`config.mk`:
```
export PLATFORM = sky130hd
export DESIGN_NAME = snk_packet_writer
export DESIGN_NICKNAME = d
export VERILOG_FILES = /design/src/rtl/snk_packet_writer_pkg.sv /design/src/rtl/snk_packet_writer_pkt_timeout_cnt.sv /design/src/rtl/snk_packet_writer.sv
export SDC_FILE = /design/constraint.sdc
export NUM_CORES = 1
export LEC_CHECK = 0
export ABC_AREA = 0
export BUFFER_PORTS_ARGS = -buffer_cell sky130_fd_sc_hd__buf_2
export CAP_MARGIN = 40
export CORE_ASPECT_RATIO = 0.5
export CORE_MARGIN = 2
export CORE_UTILIZATION = 35
export DETAILED_ROUTE_END_ITERATION = 10
export GPL_TIMING_DRIVEN = 1
export SETUP_SLACK_MARGIN = 0.2
export SLEW_MARGIN = 20
export SYNTH_ARGS = -nofsm -noshare
export SYNTH_HDL_FRONTEND = slang
export SYNTH_SLANG_ARGS = --single-unit
```
`constraint.sdc`:
```
create_clock -name src_clock -period 3.67 [get_ports src_clock]
set_input_delay 0.734 -clock src_clock [delete_from_list [all_inputs] [get_ports src_clock]]
set_output_delay 0.734 -clock src_clock [all_outputs]
set_load 0.03 [all_outputs]
```
`src/rtl/snk_packet_writer_pkg.sv`:
```
// Shared definitions for the sort path: FSM state encodings and packet-length width.
// Also used by the downstream read/sort/source FSM so both sides agree on encodings.
package snk_packet_writer_pkg;

  typedef enum logic [1:0] {
    IDLE    = 2'd0,
    RECV    = 2'd1,
    DONE    = 2'd2,
    WAIT_DS = 2'd3
  } state_t;

  // Wide enough to hold the count MAX_LENGTH itself, not just MAX_LENGTH-1.
  function automatic int len_w(input int max_length);
    return $clog2(max_length + 1);
  endfunction

endpackage

```
`src/rtl/snk_packet_writer_pkt_timeout_cnt.sv`:
```
// Idle-cycle counter for an open packet; expire is combinational on the idle cycle seen with count TIMEOUT-1.
// No backpressure: clear wins over enable, TIMEOUT of 0 never expires.
module snk_packet_writer_pkt_timeout_cnt #(
  parameter int TIMEOUT = 256
) (
  input  logic src_clock,
  input  logic src_reset,
  input  logic clear,
  input  logic enable,
  output logic expire
);

  localparam int CNT_W = (TIMEOUT > 1) ? $clog2(TIMEOUT) : 1;
  localparam logic [CNT_W-1:0] LAST = CNT_W'((TIMEOUT > 0) ? TIMEOUT - 1 : 0);

  logic [CNT_W-1:0] cnt;

  assign expire = (TIMEOUT > 0) && enable && (cnt == LAST);

  always_ff @(posedge src_clock or posedge src_reset) begin
    if (src_reset) begin
      cnt <= '0;
    end else if (clear) begin
      cnt <= '0;
    end else if (enable && (cnt != LAST)) begin
      cnt <= cnt + CNT_W'(1);
    end
  end

endmodule

```
`src/rtl/snk_packet_writer.sv`:
```
// Avalon-ST sink front end: frames one packet into the shared FIFO, zero-latency write path, snk_done one cycle after eop.
// Backpressure: snk_ready low on fifo_full, while DONE/WAIT_DS, and in IDLE until the downstream reports idle.
module snk_packet_writer
  import snk_packet_writer_pkg::*;
#(
  parameter int DATA_WIDTH = 8,
  parameter int MAX_LENGTH = 16,
  parameter int TIMEOUT    = 256,
  localparam int LEN_W     = len_w(MAX_LENGTH)
) (
  input  logic                  src_clock,
  input  logic                  src_reset,
  input  logic                  snk_valid,
  input  logic                  snk_sop,
  input  logic                  snk_eop,
  input  logic [DATA_WIDTH-1:0] snk_data,
  output logic                  snk_ready,
  input  logic                  fifo_full,
  output logic                  wr_fifo,
  output logic [DATA_WIDTH-1:0] fifo_wdata,
  input  logic                  src_ready,
  output logic                  snk_done,
  output logic [LEN_W-1:0]      pkt_len,
  output logic                  pkt_err
);

  localparam logic [LEN_W-1:0] MAX_LEN = LEN_W'(MAX_LENGTH);

  state_t state;
  logic   accept;
  logic   write_en;
  logic   expire;

  // Gated by reset so nothing is taken while the FIFO owner is also clearing.
  assign snk_ready  = !src_reset && !fifo_full &&
                      (((state == IDLE) && src_ready) || (state == RECV));
  assign accept     = snk_valid && snk_ready;
  assign wr_fifo    = accept && write_en;
  assign fifo_wdata = snk_data;

  always_comb begin
    write_en = 1'b0;
    case (state)
      IDLE:    write_en = snk_sop;
      RECV:    write_en = (pkt_len < MAX_LEN);
      default: write_en = 1'b0;
    endcase
  end

  snk_packet_writer_pkt_timeout_cnt #(
    .TIMEOUT (TIMEOUT)
  ) u_timeout (
    .src_clock (src_clock),
    .src_reset (src_reset),
    .clear     ((state != RECV) || accept),
    .enable    ((state == RECV) && !accept),
    .expire    (expire)
  );

  always_ff @(posedge src_clock or posedge src_reset) begin
    if (src_reset) begin
      state    <= IDLE;
      pkt_len  <= '0;
      pkt_err  <= 1'b0;
      snk_done <= 1'b0;
    end else begin
      case (state)
        IDLE: begin
          if (accept && snk_sop) begin
            pkt_len <= LEN_W'(1);
            pkt_err <= 1'b0;
            if (snk_eop) begin
              state    <= DONE;
              snk_done <= 1'b1;
            end else begin
              state <= RECV;
            end
          end
        end
        RECV: begin
          if (accept) begin
            // Overlength words are dropped and the length saturates.
            if (pkt_len < MAX_LEN) pkt_len <= pkt_len + LEN_W'(1);
            else                   pkt_err <= 1'b1;
            if (snk_sop) pkt_err <= 1'b1;
            if (snk_eop) begin
              state    <= DONE;
              snk_done <= 1'b1;
            end
          end else if (expire) begin
            state    <= DONE;
            snk_done <= 1'b1;
            pkt_err  <= 1'b1;
          end
        end
        DONE: begin
          if (!src_ready) begin
            state    <= WAIT_DS;
            snk_done <= 1'b0;
          end
        end
        WAIT_DS: begin
          if (src_ready) state <= IDLE;
        end
        default: begin
          state    <= IDLE;
          snk_done <= 1'b0;
        end
      endcase
    end
  end

endmodule

```
==> results of run 1 <==
[worst min-delay path by stage]
stage,slack [ns],start,endpoint
3_3_place_gp,0.51,pkt_err$_DFFE_PP0P_,pkt_err$_DFFE_PP0P_
4_1_cts,0.52,snk_done$_DFFE_PP0P_,snk_done$_DFFE_PP0P_
3_5_place_dp,0.50,snk_done$_DFFE_PP0P_,snk_done$_DFFE_PP0P_
6_report,0.52,snk_done$_DFFE_PP0P_,snk_done$_DFFE_PP0P_
5_1_grt,0.55,snk_done$_DFFE_PP0P_,snk_done$_DFFE_PP0P_
2_1_floorplan,0.52,u_timeout.cnt[6]$_DFFE_PP0P_,u_timeout.cnt[6]$_DFFE_PP0P_
[layout by cell type, fill, tap and decap left out]
cell type	instances
o21ba_2	1
nand2_4	1
dfrtp_1	17
mux2i_1	6
nand3_1	5
nor3_1	5
o31ai_1	1
nor3b_1	1
nand2b_1	2
nand3b_1	1
or3_1	1
nand4_1	1
a211oi_1	2
inv_1	7
a211oi_2	1
and4_1	2
a211o_2	1
nor2b_1	1
nand2_1	10
nor2_1	14
clkbuf_8	3
o22ai_1	1
o21ai_0	7
clkinv_2	1
ha_1	8
o21ai_2	2
mux2_1	1
xor2_1	2
or3b_1	1
o32ai_1	1
xnor2_1	2
buf_2	15
a21oi_1	5
[power groups by stage]
stage	clock, mW	sequential [mW]	combinational, mW
after floorplan	0	0.302	0.271
after global placement	0	0.268	0.366
after detailed placement	0	0.267	0.366
after CTS	0.148	0.264	0.367
after global routing	0.160	0.271	0.403
final	0.141	0.264	0.364
[layout make-up]
class,count,area (µm²),area share [%]
clock inverters,1,5.005,0.4167
clock buffers,3,41.29,3.438
repair buffers,15,75.07,6.250
multi-input cells,86,578.1,48.13
flip-flops and latches,17,425.4,35.42
inverters,7,26.28,2.188
well taps,40,50.05,4.167
[state kept, by name, indices dropped and copies added (netlist names)]
name           count
pkt_err            1
pkt_len            5
snk_done           1
state              2
u_timeout.cnt      8
[metal layers]
metal	GRT usage, %	wire length (µm)
met1	15.96	973
met2	19.04	880
met3	4.952	107
met4	6.774	13
met5	0	0
[per-stage QoR]
step,instances,setup slack [ns]
floorplan,121,1.191
global placement,165,1.182
detailed placement,165,1.185
CTS,169,1.180
global route,169,1.063
finish,169,1.190
[worst max-delay path, cell delays in order]
cell and delay [ns]:
buf_2 0.10, or3b_1 0.53, a21oi_1 0.16, buf_2 0.21
[Yosys cell counts, types with 2 or more instances]
cell | instances | area share [%]
xnor2_1 | 2 | 1.6
ha_1 | 8 | 9.0
nand2_1 | 10 | 3.4
buf_4 | 10 | 6.7
o21ai_0 | 7 | 3.1
mux2i_1 | 6 | 5.4
nand2b_1 | 2 | 1.1
inv_1 | 7 | 2.4
o21ai_2 | 2 | 1.6
and4_1 | 2 | 1.6
dfrtp_1 | 17 | 38
xor2_1 | 2 | 1.6
nand3_1 | 5 | 2.2
a21oi_1 | 5 | 2.2
a211oi_1 | 2 | 1.3
nor3_1 | 5 | 2.2
nor2_1 | 14 | 4.7
[cell families after synthesis]
| family | after synthesis | synth area share (%) |
|---|---|---|
| xor gates and xnor gates | 4 | 3.140 |
| adders and majority gates | 8 | 8.969 |
| AOI/OAI and AO/OA | 22 | 13.23 |
| buffers and inverters | 18 | 10.09 |
| muxes | 7 | 6.390 |
| DFF | 17 | 38.12 |
| and+or+nand+nor | 45 | 20.07 |
==> results.md, run 1 <==
* Status: complete, no violations
* CP Launch Type: input port
* DR WL/cell at 11.68 µm
* Hold Slack at 0.5189 ns
* Pleak at 0.5470 nW
* TritonCTS clock tree: built
* Final setup viols at 0
* Clock transition at path regs at 0.07 ns
* Synth async-reset ratio at 100.0%
* ANT nets after route at 0
* First drt pass iteration count at 4
* Syn_area_per_cell at 9.224 µm²
* Clk Latency, worst-skew pair at 0.26 ns
* Final hold vios at 0
* DRT iter0 DRCs at 61
* Antenna diodes at 0
* Total number of vias at 836
* RSZ-0062 raised after global routing: false
* Area of the mapped netlist at 1116 µm²
* Largest net degree at the start of global routing at 18
* Final net count at 153
* Crit path time final at 2.480 ns
* Crit. Startpoint: fifo_full
* Share of layout cells above drive strength 1 at 19.38%
* Setup TNS at 0 ns
* PostCTS Resize Cnt at 0
* Area Growth Syn to Fin at 7.623%
* Clock buffer depth at 2
* Vert. Die Dim at 43.93 µm
* Kind of end point of the critical path: primary output
* P_int at 0.4469 mW
* Worst Path Arrival at 1.75 ns
* Site row count at 14
* GRT Resource Usage Total at 12.64%
* DP HPWL at 1496 µm
* Gpl congestion at 0.7544
* Ys flop type: dfrtp_1
* Number of post-CTS setup repair buffers at 0
* # Max-Cap Violations at 0
* Highest Clock Rate at 0.4032 GHz
* Worst-margin pin slew at 0.6680 ns
* Switching Share at 41.90%
* Vias/cell at 4.947
* First-pass GRT wire length at 3546 µm
* WL final at 1974 µm
* Crit share post-route at 67.58%
* Worst Path Class, Setup: in -> out
* Clock Skew at 0.002916 ns
* Warnings from Yosys at 0
* Reg2reg path depth at 7
* Fill cells at 316
* Psw at 0.3222 mW
* Hold path cells at 1
* Maximum fanout along the worst path at 9
* Vias in the first global route at 780
* Total power at 0.7691 mW
* Number of port buffers at 15
* # IOs at 32
* Reg2reg start: state[1]$_DFFE_PP0P_
* Initial core utilization at 37.04%
* CTS sink count at 17
* Yosys cell types at 32
* Register-to-register setup slack at 1.57 ns
* Register area share after synthesis at 38.12%
* Comb pwr share at 47.3%
* Root Driver: clkbuf_8
* Mapped Nets at 144
* Fin. max-slew vios at 0
* Pwr dens at 640.3 nW/µm²
* Critical Path RT at 2.94 ns
* H-tree lvl count at 1
* Post-CTS Hold Buffers at 0
* Grt total ovfl at 0
* FF-to-FF End: snk_done$_DFFE_PP0P_
* Die area at 3684 µm²
* Post-Layout Inst Area at 1201 µm²
* Num CTS Buffers at 3
* Dpl cell area at 1155 µm²
* Relative slew slack at 55.42%
* Antenna violations before repair at 0
* Power share of the sequential group at 34.4%
* Type of the worst min-delay path: reg -> reg
* DR DRC count at 0
* Post-synth EDFFs at 0
* Die X at 83.86 µm
* Clk network pwr share at 18.3%
* Synthesized flop and latch total at 17
* Worst VDD drop at 0.2353 mV
* Util after Layout at 39.87%
* CORE AREA at 3013 µm²
* Setup crit end: wr_fifo
* Cells after Synth at 121
No activity file was read; power rests on OpenSTA's default activity.
==> run 2, diff against run 1 <==
==> constraint.sdc (replaced) <==
create_clock -name src_clock -period 2.35 [get_ports src_clock]
set_input_delay 0.47 -clock src_clock [delete_from_list [all_inputs] [get_ports src_clock]]
set_output_delay 0.47 -clock src_clock [all_outputs]
set_load 0.03 [all_outputs]
==> run 2 against run 1 <==
  * Die area stayed put
  * Critical path type is now reg -> out
  * Critical endpoint unchanged
  * Largest cell class unchanged
  * Hold slack worse by 0.20 ns
  * Utilization is 1.0 points higher
  * Clock-buffer cell count stayed put
  * Cell count stayed put
  * Critical path depth is 3 higher
==> results.md, run 2 (synthesis results as in run 1) <==
* Final hold vios at 0 (unchanged)
* Placed cell count at 165 (unchanged)
* Highest Clock Rate at 0.4833 GHz
* Worst Path Arrival at 1.60 ns (-0.15 ns)
* WL final at 2143 µm (+8.6%)
* Clock transition at path regs at 0.07 ns (about the same)
* Max incr delay on CP at 0.44 ns (-0.09 ns)
* Hold Slack at 0.3162 ns (-0.2027 ns)
* Share of layout cells above drive strength 1 at 20.93% (+1.6 points)
* Root Driver: clkbuf_8
* Clock Skew at 0.001386 ns (-0.001530 ns)
* Antenna diodes at 0 (unchanged)
* DP HPWL at 1550 µm (+3.6%)
* Largest registers: u_timeout.cnt x8, pkt_len x5, state x2
* Site row count at 14 (unchanged)
* Post-layout instance count excluding filler cells at 169 (unchanged)
* Pre-CTS worst setup slack at 0.2398 ns (-0.9455 ns)
* Total power at 1.281 mW (+67%)
* Biggest register: u_timeout.cnt
* Crit. Startpoint: state[0]$_DFFE_PP0P_
* First drt pass iteration count at 4 (unchanged)
* Die area at 3684 µm² (unchanged)
* Die X at 83.86 µm (unchanged)
* Vias in the first global route at 799 (+2.4%)
* Most frequent cells in the layout: 17 x dfrtp_1, 14 x nor2_1, 14 x buf_2
* Worst Path Class, Setup: reg -> out
* DR WL/cell at 12.68 µm (+8.6%)
* CP dominant cell by count: nand2_1
* Crit path time final at 2.069 ns
* Post-CTS Hold Buffers at 0 (unchanged)
* Largest net degree at the start of global routing at 18 (unchanged)
* Setup crit end: wr_fifo
* Post-Layout Inst Area at 1231 µm² (+2.5%)
* Fin. max-slew vios at 0 (unchanged)
* Register-to-register setup slack at 0.43 ns (-1.14 ns)
* CTS sink count at 17 (unchanged)
* Util after Layout at 40.86% (+1.0 points)
* CP Launch Type: flop
* Critical Path, Cell by Cell: inv_1 -> ha_4 -> nand2_1 -> nand2_1 -> nand2_1 -> a21oi_1 -> clkbuf_4
* GRT Resource Usage Total at 12.99% (+0.35 points)
* Total number of vias at 846 (+1.2%)
* Initial core utilization at 37.04% (unchanged)
* Worst setup margin at 0.2808 ns (-0.9092 ns)
* CP max stage cell: dfrtp_1
* Pleak at 0.5426 nW (-0.81%)
* Most common cell after layout, fill and taps aside: dfrtp_1
* Vert. Die Dim at 43.93 µm (unchanged)
* Num CTS Buffers at 3 (unchanged)
* Clk Latency, worst-skew pair at 0.26 ns (about the same)
* # Max-Cap Violations at 0 (unchanged)
* Final net count at 153 (unchanged)
* DRT iter0 DRCs at 58 (-4.9%)
* Worst VDD drop at 0.4002 mV (+70%)
* Type of the worst min-delay path: in -> async
* Critical Path RT at 1.88 ns (-1.06 ns)
* DR DRC count at 0 (unchanged)
* RSZ-0062 raised after global routing: true
* # IOs at 32 (unchanged)
* Final setup viols at 0 (unchanged)
* Largest register FFs at 8 (unchanged)
* H-tree lvl count at 1 (unchanged)
* Reg2reg path depth at 7 (unchanged)
* Worst-margin pin slew at 0.6667 ns (-0.001343 ns)
* TritonCTS clock tree: built
* Setup TNS at 0 ns (unchanged)
* Status: complete, no violations
* Crit share post-route at 88.05%
* Pwr dens at 1040 nW/µm² (+62%)
* Grt total ovfl at 0 (unchanged)
* Clock buffer depth at 2 (unchanged)
* Antenna violations before repair at 0 (unchanged)
* Dpl cell area at 1155 µm² (unchanged)
* Reg2reg start: state[1]$_DFFE_PP0P_
* Number of port buffers at 15 (unchanged)
* Kind of end point of the critical path: primary output
* CORE AREA at 3013 µm² (unchanged)
* Gpl congestion at 0.7503 (-0.54%)
* ANT nets after route at 0 (unchanged)
* Relative slew slack at 55.51% (+0.090 points)
* Maximum fanout along the worst path at 6 (-3)
* Vias/cell at 5.006 (+1.2%)
* First-pass GRT wire length at 3691 µm (+4.1%)
* Number of post-CTS setup repair buffers at 0 (unchanged)
* FF-to-FF End: state[1]$_DFFE_PP0P_
* Area Growth Syn to Fin at 10.31%
## run 2: worst min path at each step
stage,startpoint,to,cells after the start
finish,src_reset,pkt_len[2]$_DFFE_PP0P_,2
global route,src_reset,pkt_len[1]$_DFFE_PP0P_,2
CTS,src_reset,pkt_len[1]$_DFFE_PP0P_,2
detailed placement,snk_done$_DFFE_PP0P_,snk_done$_DFFE_PP0P_,1
global placement,snk_done$_DFFE_PP0P_,snk_done$_DFFE_PP0P_,1
floorplan,src_reset,pkt_err$_DFFE_PP0P_,1
## run 2: power by group
part	internal (mW)	total, mW	switching (mW)	leakage (nW)
Combinational	0.262	0.634	0.371	0.299
Clock	0.120	0.227	0.108	0.0217
Sequential	0.354	0.420	0.0657	0.222
Total	0.736	1.28	0.545	0.543
## run 2: cell type report
cell class | instances | area (µm²)
Tap cell | 40 | 50.05
Clock inverter | 1 | 7.507
Clock buffer | 3 | 41.29
Timing Repair Buffer | 15 | 77.57
Multi-Input combinational cell | 86 | 603.1
Fill cell | 299 | 1782
Inverter | 7 | 26.28
Sequential cell | 17 | 425.4
## run 2: critical path: cells and delay by family (launching register included)
| kind | cells | cell delay [ns] |
|---|---|---|
| flip-flops | 1 | 0.44 |
| AND/OR/NAND/NOR | 3 | 0.16 |
| AO/OA/AOI/OAI | 1 | 0.14 |
| buffers and inverters | 2 | 0.40 |
| adder cells (fa/ha/maj) | 1 | 0.20 |
## run 2: metal layers
layer | global-route usage (%) | vias to the layer above | wire (µm)
li1 | - | 424 | -
met4 | 5.806 | 0 | 34
met1 | 16.35 | 399 | 1043
met3 | 5.143 | 6 | 99
met5 | 0 | - | 0
met2 | 20.16 | 17 | 965
## run 2: what timing repair did
| action | 4_1_cts | 5_1_grt |
|---|---|---|
| pin swaps | 0 | 0 |
| setup endpoints to repair | 2 | 3 |
| cloned | 0 | 0 |
| gates resized for setup | 1 | 4 |
